$ cat src/rtl/inst_fetch.sv
// Instruction fetch stage: issues PC reads to instruction memory, queues the
// returned words in order with their addresses, and hands them to decode.
module inst_fetch #(
  parameter int ADDR_W = 32,
  parameter int DATA_W = 32,
  parameter int DEPTH  = 2
) (
  input  logic              clk,
  input  logic              rst_,
  input  logic [ADDR_W-1:0] pc_i,
  input  logic              jump_flag_i,
  output logic              pc_hold_o,
  output logic              imem_req_o,
  output logic [ADDR_W-1:0] imem_addr_o,
  input  logic              imem_gnt_i,
  input  logic              imem_rvalid_i,
  input  logic [DATA_W-1:0] imem_rdata_i,
  output logic              inst_valid_o,
  output logic [DATA_W-1:0] inst_o,
  output logic [ADDR_W-1:0] inst_pc_o,
  input  logic              inst_ready_i
);
  localparam int PW = $clog2(DEPTH);
  localparam int CW = PW + 1;
  localparam logic [CW:0] LIMIT = (CW+1)'(DEPTH);

  logic [ADDR_W-1:0] r_addr [DEPTH];
  logic [DATA_W-1:0] r_data [DEPTH];
  logic [DEPTH-1:0]  r_filled;
  logic [PW-1:0]     r_alloc_ptr, r_fill_ptr, r_head_ptr;
  logic [CW-1:0]     r_alloc_cnt, r_drop_cnt;

  logic          w_pop, w_credit, w_grant, w_fill, w_drop;
  logic [CW:0]   w_used;
  logic [CW-1:0] w_filled_cnt, w_unfilled;

  assign inst_valid_o = r_filled[r_head_ptr] & (r_alloc_cnt != '0) & ~jump_flag_i;
  assign inst_o       = r_data[r_head_ptr];
  assign inst_pc_o    = r_addr[r_head_ptr];
  assign w_pop        = inst_valid_o & inst_ready_i;

  // Counting the slot freed by this cycle's pop keeps one fetch per cycle flowing.
  assign w_used   = {1'b0, r_alloc_cnt} + {1'b0, r_drop_cnt} - {{CW{1'b0}}, w_pop};
  assign w_credit = w_used < LIMIT;

  assign imem_req_o  = rst_ & w_credit & ~jump_flag_i;
  assign imem_addr_o = pc_i;
  assign w_grant     = imem_req_o & imem_gnt_i;
  assign pc_hold_o   = ~rst_ | (~w_grant & ~jump_flag_i);

  assign w_drop = imem_rvalid_i & (r_drop_cnt != '0);
  assign w_fill = imem_rvalid_i & (r_drop_cnt == '0) & ~jump_flag_i;

  always_comb begin
    w_filled_cnt = '0;
    for (int i = 0; i < DEPTH; i++)
      w_filled_cnt = w_filled_cnt + CW'(r_filled[i]);
  end

  // Granted slots still waiting for data; their responses must be dropped on a flush.
  assign w_unfilled = r_alloc_cnt - w_filled_cnt;

  always_ff @(posedge clk or negedge rst_) begin
    if (!rst_) begin
      for (int i = 0; i < DEPTH; i++) begin
        r_addr[i] <= '0;
        r_data[i] <= '0;
      end
      r_filled    <= '0;
      r_alloc_ptr <= '0;
      r_fill_ptr  <= '0;
      r_head_ptr  <= '0;
      r_alloc_cnt <= '0;
      r_drop_cnt  <= '0;
    end else if (jump_flag_i) begin
      r_filled    <= '0;
      r_alloc_ptr <= '0;
      r_fill_ptr  <= '0;
      r_head_ptr  <= '0;
      r_alloc_cnt <= '0;
      r_drop_cnt  <= r_drop_cnt + w_unfilled - CW'(imem_rvalid_i);
    end else begin
      if (w_grant) begin
        r_addr[r_alloc_ptr] <= pc_i;
        r_alloc_ptr         <= r_alloc_ptr + PW'(1);
      end
      if (w_fill) begin
        r_data[r_fill_ptr] <= imem_rdata_i;
        r_fill_ptr         <= r_fill_ptr + PW'(1);
      end
      if (w_pop)
        r_head_ptr <= r_head_ptr + PW'(1);
      if (w_drop)
        r_drop_cnt <= r_drop_cnt - CW'(1);
      r_alloc_cnt <= r_alloc_cnt + CW'(w_grant) - CW'(w_pop);
      for (int i = 0; i < DEPTH; i++) begin
        if ((w_pop && r_head_ptr == PW'(i)) || (w_grant && r_alloc_ptr == PW'(i)))
          r_filled[i] <= 1'b0;
        if (w_fill && r_fill_ptr == PW'(i))
          r_filled[i] <= 1'b1;
      end
    end
  end

endmodule

$ cat config.mk
export PLATFORM = sky130hd
export DESIGN_NAME = inst_fetch
export DESIGN_NICKNAME = d
export VERILOG_FILES = /design/src/rtl/inst_fetch.sv
export SDC_FILE = /design/constraint.sdc
export NUM_CORES = 1
export LEC_CHECK = 0
export ABC_AREA = 1
export BUFFER_PORTS_ARGS = -buffer_cell sky130_fd_sc_hd__buf_2
export CORE_MARGIN = 2
export CORE_UTILIZATION = 58
export CTS_BUF_LIST = sky130_fd_sc_hd__clkbuf_8 sky130_fd_sc_hd__clkbuf_16
export CTS_CLUSTER_DIAMETER = 150
export DETAILED_ROUTE_END_ITERATION = 10
export PLACE_DENSITY = 0.86
export SYNTH_ARGS = -nofsm -noshare
export SYNTH_HDL_FRONTEND = slang
export SYNTH_SLANG_ARGS = --single-unit
export TNS_END_PERCENT = 100
$ cat constraint.sdc
create_clock -name clk -period 6.5 [get_ports clk]
set_clock_uncertainty 0.1 [all_clocks]
set_input_delay 0.325 -clock clk [delete_from_list [all_inputs] [get_ports clk]]
set_output_delay 0.325 -clock clk [all_outputs]
set_load 0.03 [all_outputs]
==> results.py <==
metrics = {
    "global_route": {
        "grt.overflow.total": 0,
        "grt_pass1_vias": 5058,
        "grt_pass1_wl_um": 23380,
        "grt_use_total": 0.2332,
        "grt_max_degree": 83,
        "antenna_found_initial": 0,
    },
    "detailed_routing": {
        "first_pass_iters": 6,
        "dr_total_vias": 5456,
        "drt_iter0_drc": 399,
        "routed_wl_um": 13930,
        "wl_per_cell_um": 12.86,
        "ant_nets": 0,
        "viasPerCell": 5.038,
        "remaining_drc_errors": 0,
    },
    "cells_and_area": {
        "regArea_um2": 3430,
        "drive_gt1_frac": 0.2660,
        "layout_commonest_cell": "nand2_1",
        "mostFrequentLayoutCells": "nand2_1, buf_2, dfrtp_1",
        "syn2layout_area_growth_pct": 18.23,
        "n_fill_cell": 924,
        "multi_input_area_um2": 2446,
        "diodes": 0,
        "final_nets": 1007,
    },
    "clock_network": {
        "cts-hold-fix-buffers": 1,
        "cts_root_buf": "clkbuf_16",
        "cts_tree": "built",
        "numCtsBuffers": 17,
        "clock_latency_ps": 410,
        "cts-htree-levels": 4,
        "cts_buffer_depth": 2,
        "cts_resized": 0,
        "post_cts_buffers": 0,
        "clock-sinks": 137,
        "clkTransAtPathRegs_ps": 60,
    },
    "synthesis": {
        "synthTopCellsByArea": "dfrtp_1, nand2_1, o21ai_0, o21ai_2, inv_1",
        "synth_cell_type_count": 24,
        "seq_area_frac_synth": 0.5129,
        "ys_ff_latch": 137,
        "avgSynthCellArea_um2": 8.252,
        "syn_area_um2": 6684,
        "netlist.area_leader.share": 0.5129,
        "yosysWarnings": 0,
        "synthCells": 810,
        "syn_nets": 890,
        "synth_area_leader_cell": "dfrtp_1",
    },
    "setup_path": {
        "reg2reg_slack_ps": 3260,
        "crit_buf_inv": 3,
        "cp-start-kind": "flip-flop",
        "critPathMaxStageDelay_ps": 530,
        "path_max_fanout": 4,
        "path_class": "reg -> out",
        "required_ps": 6070,
        "critPathTopFamily": "adder cells",
        "cp.arrival_ps": 2850,
        "cp_slowest_cell": "fa_1",
        "cpMostUsedCell": "nand2_1",
        "end_kind": "output pin",
        "critical_path.cell_chain": "o21ai_1, nand3_1, inv_1, ha_1, inv_1, nand2_1, fa_1, nand3_4, nor2_4, nand2_1, nand2_1, nand2_1, buf_2",
    },
    "die": {
        "ios": 169,
        "coreArea_um2": 11320,
        "start_util": 0.5904,
        "rows": 39,
        "die-width_um": 111.4,
        "die_y_um": 111.4,
        "die-area_um2": 12400,
    },
    "power": {
        "p_sw_frac": 0.3782,
        "share_comb_of_total_power": 0.348,
        "p_int_mw": 2.254,
        "power.share.clock": 0.284,
        "power.total_mw": 3.625,
        "p_seq_frac": 0.368,
        "irDropWorstVdd_mv": 0.2301,
        "switchingPower_mw": 1.371,
        "p_leak_nw": 4.478,
        "p_per_area_nw_per_um2": 458.6,
    },
    "timing": {
        "max_slew_margin": 0.2610,
        "hold_slack_ps": 75.64,
        "setup_viol": 0,
        "worst_pin_slew_ps": 1107,
        "drv_slew": 0,
        "hold_viol": 0,
        "rsz0062_at_grt": "no",
        "max_freq_ghz": 0.3057,
        "finalSetupTns_ps": 0,
        "post-route-period-util": 0.5032,
        "fin_ws_ps": 3229,
        "period_needed_ps": 3271,
    },
    "hold_path": {
        "hold_path_class": "in -> reg",
    },
    "place": {
        "dp_hpwl_um": 8807,
        "place_ws_ps": 3211,
        "gp_congestion": 0.8266,
        "portBuffers": 168,
    },
    "run": {
        "cap_violations": 0,
    },
    "run_status": {
        "status": "finished, final reports clean",
    },
}
[flip-flops by register name (all words and copies together) (netlist names)]
| name | cells |
|---|---|
| r_fill_ptr | 1 |
| r_alloc_cnt | 2 |
| r_alloc_ptr | 1 |
| r_drop_cnt | 2 |
| r_data | 64 |
| r_addr | 64 |
| r_filled | 2 |
| r_head_ptr | 1 |
[tightest hold or removal path, delay by kind of cell]
family	cells	cell delay (ps)
AOI/OAI and AO/OA	1	70
buffers and inverters	2	140
[synth_stat cells, drive strengths merged]
cell and n:
xnor2 3, nand2 346, inv 79, nor2 7, fa 3, ha 7, clkinv 1, nand3 14
and2 1, clkbuf 15, xor2 3, buf 61, dfrtp 137, nand3b 1, o21ai 132
[path summary, 6_finish.rpt]
path | startpoint | cells after the start | endpoint
max in group asynchronous | rst_ | 3 | r_addr[27]
max reg2reg | r_head_ptr | 13 | r_addr[1]
max | r_head_ptr | 13 | pc_hold_o
min reg2reg | r_addr[3] | 2 | r_addr[3]
min | imem_rdata_i[3] | 3 | r_data[3]
min in group asynchronous | rst_ | 2 | r_addr[38]
[logic make-up (layout without fill, tap and decap cells)]
| family | count (synthesis) | count (layout) | synth area share |
|---|---|---|---|
| and+or+nand+nor | 369 | 369 | 0.2153 |
| buffers and inverters | 156 | 286 | 0.1222 |
| DFF | 137 | 137 | 0.5129 |
| AOI/OAI and AO/OA | 132 | 132 | 0.1196 |
| adders and majority gates | 10 | 10 | 0.02209 |
| xor gates and xnor gates | 6 | 6 | 0.007864 |
[cell type report]
class,count,area share
clock buffer,21,0.06080
clock inverter,11,0.02122
inverter,80,0.03863
multi-input combinational,517,0.3095
sequential,137,0.4340
tap,143,0.02264
timing repair buffer,174,0.1132
[power by group through the flow]
stage | sequential [mW] | combinational, mW | clock [mW]
final | 1.34 | 1.26 | 1.03
after global routing | 1.37 | 1.40 | 1.09
after CTS | 1.33 | 1.27 | 1.04
after detailed placement | 1.34 | 1.26 | 0
after global placement | 1.32 | 1.23 | 0
after floorplan | 1.30 | 0.964 | 0
[routing by layer]
metal	wire [µm]	vias to the layer above	part of all wire	track usage
li1	-	2700	-	-
met1	6053	2528	0.43	0.3271
met2	6685	210	0.48	0.3642
met3	1028	18	0.074	0.06042
met4	163	0	0.012	0.06914
met5	0	-	0	0
[per-stage QoR]
step	cells	area, µm²	utilization
3_5_place_dp	1050	7244	0.6399
2_1_floorplan	810	6684	-
3_3_place_gp	1050	7244	0.6399
4_1_cts	1083	7903	0.6981
5_1_grt	1083	7903	0.6981
6_report	1083	7903	0.6981
Power figures use the tool's default switching activity.
